--- src/rtl/dft_resp_misr_if.sv ---
// Response-capture bus between the DFT wrapper and dft_resp_misr.
// The slave side is the MISR block; the master side drives strobes and response words.
interface dft_resp_misr_if #(
  parameter int CW = 9
);
  logic          en;
  logic          clr;
  logic          next;
  logic [15:0]   Y0;
  logic [15:0]   Y1;
  logic [15:0]   Y2;
  logic [15:0]   Y3;
  logic [63:0]   signature;
  logic [CW-1:0] pat_count;
  logic          busy;
  logic          done;
  logic          pass;
  logic          timeout;
  logic [1:0]    state_dbg;

  modport slave (
    input  en, clr, next, Y0, Y1, Y2, Y3,
    output signature, pat_count, busy, done, pass, timeout, state_dbg
  );

  modport master (
    output en, clr, next, Y0, Y1, Y2, Y3,
    input  signature, pat_count, busy, done, pass, timeout, state_dbg
  );
endinterface

--- src/rtl/dft_resp_misr.sv ---
// 64-bit MISR response compactor: one capture per rising edge of next, golden compare at the end.
// Optional watchdog on the gap between captures is enabled with `define DFT_RESP_TIMEOUT_EN.
module dft_resp_misr #(
  parameter int          NUM_PATTERNS = 256,
  parameter logic [63:0] SEED         = 64'h0000_0000_0000_0001,
  parameter logic [63:0] GOLDEN       = 64'h0,
  parameter int          TIMEOUT      = 64,
  parameter int          CW           = $clog2(NUM_PATTERNS + 1)
) (
  input  logic           clk,
  input  logic           rst,
  dft_resp_misr_if.slave bus
);
  // Handshake: there is no ready; a capture is the rising edge of next, and the
  // response words must be stable in the cycle that edge is first seen high.
  typedef enum logic [1:0] {IDLE = 2'd0, RUN = 2'd1, DONE = 2'd2} state_t;

  localparam logic [CW-1:0] LAST = CW'(NUM_PATTERNS);

  state_t        state, state_nx;
  logic [63:0]   sig, sig_nx;
  logic [CW-1:0] cnt, cnt_nx;
  logic          next_d;
  logic          pass_r, pass_nx;
  logic          cap;
  logic [63:0]   data;
  logic [63:0]   sig_step;

  function automatic logic [63:0] misr_step(input logic [63:0] s, input logic [63:0] d);
    logic fb;
    fb = s[63] ^ s[62] ^ s[60] ^ s[59];
    return {s[62:0], fb} ^ d;
  endfunction

  assign cap      = bus.next & ~next_d;
  assign data     = {bus.Y0, bus.Y1, bus.Y2, bus.Y3};
  assign sig_step = misr_step(sig, data);

`ifdef DFT_RESP_TIMEOUT_EN
  localparam int            WW      = $clog2(TIMEOUT + 1);
  localparam logic [WW-1:0] WD_LAST = WW'(TIMEOUT);
  logic [WW-1:0] wd, wd_nx;
  logic          tmo_r, tmo_nx;
`endif

  always_comb begin
    state_nx = state;
    sig_nx   = sig;
    cnt_nx   = cnt;
    pass_nx  = pass_r;
`ifdef DFT_RESP_TIMEOUT_EN
    wd_nx    = wd;
    tmo_nx   = tmo_r;
`endif
    if (bus.clr) begin
      state_nx = IDLE;
      sig_nx   = SEED;
      cnt_nx   = '0;
      pass_nx  = 1'b0;
`ifdef DFT_RESP_TIMEOUT_EN
      wd_nx    = '0;
      tmo_nx   = 1'b0;
`endif
    end else begin
      case (state)
        IDLE: begin
          if (bus.en) begin
            state_nx = RUN;
`ifdef DFT_RESP_TIMEOUT_EN
            wd_nx    = '0;
`endif
          end
        end
        RUN: begin
          if (cap) begin
            sig_nx = sig_step;
            cnt_nx = cnt + 1'b1;
`ifdef DFT_RESP_TIMEOUT_EN
            wd_nx  = '0;
`endif
            // Final capture: pass is decided from the signature being registered now.
            if (cnt_nx == LAST) begin
              state_nx = DONE;
              pass_nx  = (sig_step == GOLDEN);
            end
          end
`ifdef DFT_RESP_TIMEOUT_EN
          else begin
            wd_nx = wd + 1'b1;
            if (wd_nx == WD_LAST) begin
              state_nx = DONE;
              tmo_nx   = 1'b1;
              pass_nx  = 1'b0;
            end
          end
`endif
        end
        DONE: begin
          state_nx = DONE;
        end
        default: begin
          state_nx = IDLE;
        end
      endcase
    end
  end

  always_ff @(posedge clk or negedge rst) begin
    if (!rst) begin
      state  <= IDLE;
      sig    <= SEED;
      cnt    <= '0;
      next_d <= 1'b0;
      pass_r <= 1'b0;
`ifdef DFT_RESP_TIMEOUT_EN
      wd     <= '0;
      tmo_r  <= 1'b0;
`endif
    end else begin
      state  <= state_nx;
      sig    <= sig_nx;
      cnt    <= cnt_nx;
      next_d <= bus.next;
      pass_r <= pass_nx;
`ifdef DFT_RESP_TIMEOUT_EN
      wd     <= wd_nx;
      tmo_r  <= tmo_nx;
`endif
    end
  end

  assign bus.signature = sig;
  assign bus.pat_count = cnt;
  assign bus.busy      = (state == RUN);
  assign bus.done      = (state == DONE);
  assign bus.pass      = pass_r;
  assign bus.state_dbg = state;
`ifdef DFT_RESP_TIMEOUT_EN
  assign bus.timeout   = tmo_r;
`else
  assign bus.timeout   = 1'b0;
`endif
endmodule

--- src/flat_wrapper.sv ---
// flat-port wrapper written by rule: the top's interface ports become plain ports
module dft_resp_misr_flat 
#(
  parameter int          NUM_PATTERNS = 256,
  parameter logic [63:0] SEED         = 64'h0000_0000_0000_0001,
  parameter logic [63:0] GOLDEN       = 64'h0,
  parameter int          TIMEOUT      = 64,
  parameter int          CW           = $clog2(NUM_PATTERNS + 1)
)
  (clk, rst, bus_en, bus_clr, bus_next, bus_Y0, bus_Y1, bus_Y2, bus_Y3, bus_signature, bus_pat_count, bus_busy, bus_done, bus_pass, bus_timeout, bus_state_dbg);
  dft_resp_misr_if #(.CW(CW)) bus_i ();
  input  logic clk;
  input  logic rst;
  input wire logic [$bits(bus_i.en)-1:0] bus_en;
  input wire logic [$bits(bus_i.clr)-1:0] bus_clr;
  input wire logic [$bits(bus_i.next)-1:0] bus_next;
  input wire logic [$bits(bus_i.Y0)-1:0] bus_Y0;
  input wire logic [$bits(bus_i.Y1)-1:0] bus_Y1;
  input wire logic [$bits(bus_i.Y2)-1:0] bus_Y2;
  input wire logic [$bits(bus_i.Y3)-1:0] bus_Y3;
  output wire logic [$bits(bus_i.signature)-1:0] bus_signature;
  output wire logic [$bits(bus_i.pat_count)-1:0] bus_pat_count;
  output wire logic [$bits(bus_i.busy)-1:0] bus_busy;
  output wire logic [$bits(bus_i.done)-1:0] bus_done;
  output wire logic [$bits(bus_i.pass)-1:0] bus_pass;
  output wire logic [$bits(bus_i.timeout)-1:0] bus_timeout;
  output wire logic [$bits(bus_i.state_dbg)-1:0] bus_state_dbg;
  assign bus_i.en = bus_en;
  assign bus_i.clr = bus_clr;
  assign bus_i.next = bus_next;
  assign bus_i.Y0 = bus_Y0;
  assign bus_i.Y1 = bus_Y1;
  assign bus_i.Y2 = bus_Y2;
  assign bus_i.Y3 = bus_Y3;
  assign bus_signature = bus_i.signature;
  assign bus_pat_count = bus_i.pat_count;
  assign bus_busy = bus_i.busy;
  assign bus_done = bus_i.done;
  assign bus_pass = bus_i.pass;
  assign bus_timeout = bus_i.timeout;
  assign bus_state_dbg = bus_i.state_dbg;
  dft_resp_misr #(.NUM_PATTERNS(NUM_PATTERNS), .SEED(SEED), .GOLDEN(GOLDEN), .TIMEOUT(TIMEOUT), .CW(CW)) u_core (.clk(clk), .rst(rst), .bus(bus_i));
endmodule
--- config.mk ---
export PLATFORM = sky130hd
export DESIGN_NAME = dft_resp_misr_flat
export DESIGN_NICKNAME = d
export VERILOG_FILES = /design/src/rtl/dft_resp_misr_if.sv /design/src/rtl/dft_resp_misr.sv /design/src/flat_wrapper.sv
export SDC_FILE = /design/constraint.sdc
export NUM_CORES = 1
export LEC_CHECK = 0
export ABC_AREA = 0
export CORE_UTILIZATION = 40
export CTS_CLUSTER_DIAMETER = 50
export DETAILED_ROUTE_END_ITERATION = 12
export DONT_BUFFER_PORTS = 1
export HOLD_SLACK_MARGIN = 0.12
export SLEW_MARGIN = 20
export SYNTH_ARGS = -nofsm -noshare
export SYNTH_HDL_FRONTEND = slang
export SYNTH_SLANG_ARGS = --single-unit
--- constraint.sdc ---
create_clock -name clk -period 6.1 [get_ports clk]
set_clock_uncertainty 0.2 [all_clocks]
set_input_delay 1.83 -clock clk [delete_from_list [all_inputs] [get_ports clk]]
set_output_delay 1.83 -clock clk [all_outputs]
set_load 0.02 [all_outputs]
==> summary.txt <==
Timing
  – Max-slew violation count: 0
  – Hold Violations, Final: 0
  – Clock period minus worst slack: 3510 ps
  – Period utilisation layout: roughly 57%
  – RSZ-0062 raised after global routing: no
  – Fin Setup TNS: 0 ps
  – Final setup viols: 0
  – Peak Freq: 285 MHz
  – Worst slew margin: 40.9%
  – Worst-Margin Slew: 886 ps

Detailed routing
  – Post-Route WL: around 9300 um
  – Post-route ant nets: 0
  – 1st-pass router iterations: 4
  – WL per Instance: ~18 um
  – Initial DRC Count: 123
  – Via Count: approximately 2,800
  – Vias per cell: 5.47
  – Post-route DRC violation count: 0

Global routing
  – M2 GR Usage: 27.2%
  – Overflow after GRT: 0
  – Met3 usage: 3.97%
  – Number of global-route vias before repair: 2,711
  – GRT busiest layer: met2
  – First-pass GRT wire length: 14,200 um
  – Tot GR Track Use: 17.9%
  – Met1 GRT Util: 25.4%
  – Antenna violations before repair: 0
  – Largest net degree at the start of global routing: around 90

Hold path
  – Worst hold stages: 2
  – WHS Endpoint: u_core.bus.signature[0]
  – Type of the most critical hold path: reg -> reg
  – HP Start: u_core.bus.signature[0]

Die
  – Effective utilization at floorplan: about two fifths
  – Ports: 148
  – Die Height: 102 um
  – Die area: 10,400 um^2
  – Die Wd: slightly above 100 um
  – Core area: 9730 um^2
  – Row count: 36

Critical path
  – WS Path Type: in -> reg
  – Reg2Reg Depth: 6
  – RR Startpoint: u_core.bus.state_dbg[1]
  – Worst Path Required: 6150 ps
  – Setup crit end kind: flop
  – Reg-to-Reg End: u_core.bus.signature[19]
  – Setup crit start kind: primary input
  – R2R Setup Slk: between 3000 and 4000 ps
  – Worst Path Max Fanout: 90
  – Worst path arrival time: 3560 ps

Power and ir drop
  – Maximum vdd drop: 0.178 mV
  – Pleak: approximately 0.0016 uW
  – PwrDens: roughly 330 nW/um^2

Finish
  – Area occupied by registers: 1930 um^2
  – Fillers: roughly 1,000
  – Area of the multi-input gates: 1920 um^2
  – Layout Utilization: between 40% and 50%
  – Inserted Diodes: 0
  – Layout cell share with drive strength beyond 1: 6.25%
  – Synth-to-Final Area Change: 6.40%
  – Final Net Count: 453

Run status
  – Run status: complete, no violations

Synthesis
  – Synthesized area: 3990 um^2
  – Share of the synthesized area in the top cell type: 47.7%
  – Syn nets: 468
  – #FFs+latches synth: 77
  – Post-synth ARST share: 100%
  – Area leader, netlist: dfrtp_1
  – Syn Inst Count: 394
  – Post-synthesis sequential area ratio: 48.4%
  – Avg Cell Area, Syn: 10.1 um^2
  – Post-synth EDFFs: 0
  – Dominant cells by area after synthesis: dfrtp_1, xnor2_1, a211oi_1
  – Synth Warn #: 0
  – Unique masters post-synth: 45
  – Main synth FF type: dfrtp_1

Clock network
  – Clock latency on the worst-skew pair: 340 ps
  – CTS sink count: just under 80
  – Clock Root Buffer: clkbuf_8
  – PostCTS Resize Cnt: 0
  – H-tree lvl count: 3
  – Post-CTS setup repair buffer count: 0
  – Post-cts hold buffer count: 0
  – Clock slew at reported path FFs: approximately 90 ps
  – CTS Buffer Depth: 2
  – TritonCTS clock tree: done
  – CTS Buf Count: 9

Place
  – DPL Wire Length: about 6400 um
  – Port Buffers: 0
  – Placer congestion estimate: 0.736

Run
  – Max_cap viols: 0
-- per-stage QoR --
stage,total power [uW],std cells,hold WS (ps),area (um^2),worst slack [ps]
2_1_floorplan,929,394,402,3990,2980
3_3_place_gp,974,501,458,4030,2290
3_5_place_dp,984,501,431,4030,2220
4_1_cts,1410,517,451,4240,2610
5_1_grt,1470,517,476,4240,2370
6_report,1390,517,446,4240,2590
-- cells in the final DEF (no fill, tap or decap), drive strengths merged, types with 2 or more instances in the layout --
cell type	count
a21oi	2
and3	2
nand3b	2
a21bo	2
nor4	4
xor2	7
ha	5
nand2	9
inv	3
and2	2
a31oi	2
o21ai	3
nor3	2
nand3	3
nor2	75
nand4	19
dfrtp	76
clkinv	2
a211oi	64
clkbuf	11
bufinv	2
xnor2	68
-- sequential cells by signal, summed over array words and instances, names as in the netlist --
register and count:
u_core.bus.pass 1, u_core.bus.pat_count 9, u_core.bus.state_dbg 2, u_core.bus.signature 64
u_core.next_d 1
-- synthesized netlist by cell type (all sizes together), types with 3 or more instances --
library cell  count
dfrtp            76
nor2             75
xnor2            68
a211oi           64
nand4            19
buf              15
clkbuf           12
nand2             9
xor2              7
ha                5
nor4              4
inv               3
nand3             3
o21ai             3
-- report_power, final --
group | internal (uW) | switching, uW | total (uW)
Clock | 230 | 190 | 420
Combinational | 115 | 153 | 268
Sequential | 566 | 139 | 705
-- logic make-up after synthesis --
group,count (synthesis),synth area share (%)
other,1,0.0941
xor gates and xnor gates,75,16.5
buffers and inverters,30,3.55
and+or+nand+nor,124,14.3
DFF,77,48.4
muxes,1,0.251
adders and majority gates,5,1.57
AOI/OAI and AO/OA,81,15.4
-- layer usage --
metal | up-vias | part of all wire, %
li1 | 1364 | -
met1 | 1363 | 46
met2 | 91 | 46
met3 | 10 | 6.2
met4 | 0 | 1.3
met5 | - | 0
-- worst max-delay path, cell delays in order --
cell and delay (ps):
and2b_2 140, and2_4 720, buf_4 530, nor2_1 80, a211oi_1 240
-- cell type report --
cell class | count | share of cell area, %
tap | 133 | 3.92
sequential | 77 | 45.5
clock inverter | 5 | 1.83
inverter | 3 | 0.265
timing repair buffer | 1 | 0.177
multi-input combinational | 287 | 45.3
clock buffer | 11 | 3.10
-- worst max path at each step --
stage | startpoint | end | cells after the start | slack [ps]
final | bus_next | u_core.bus.signature[19] | 5 | 2590
after global placement | bus_next | u_core.bus.signature[22] | 5 | 2290
after global routing | bus_next | u_core.bus.signature[14] | 5 | 2370
after CTS | bus_next | u_core.bus.signature[32] | 5 | 2610
after detailed placement | bus_next | u_core.bus.signature[19] | 5 | 2220
after floorplan | bus_next | u_core.bus.signature[60] | 6 | 2980
Power figures use the tool's default switching activity.
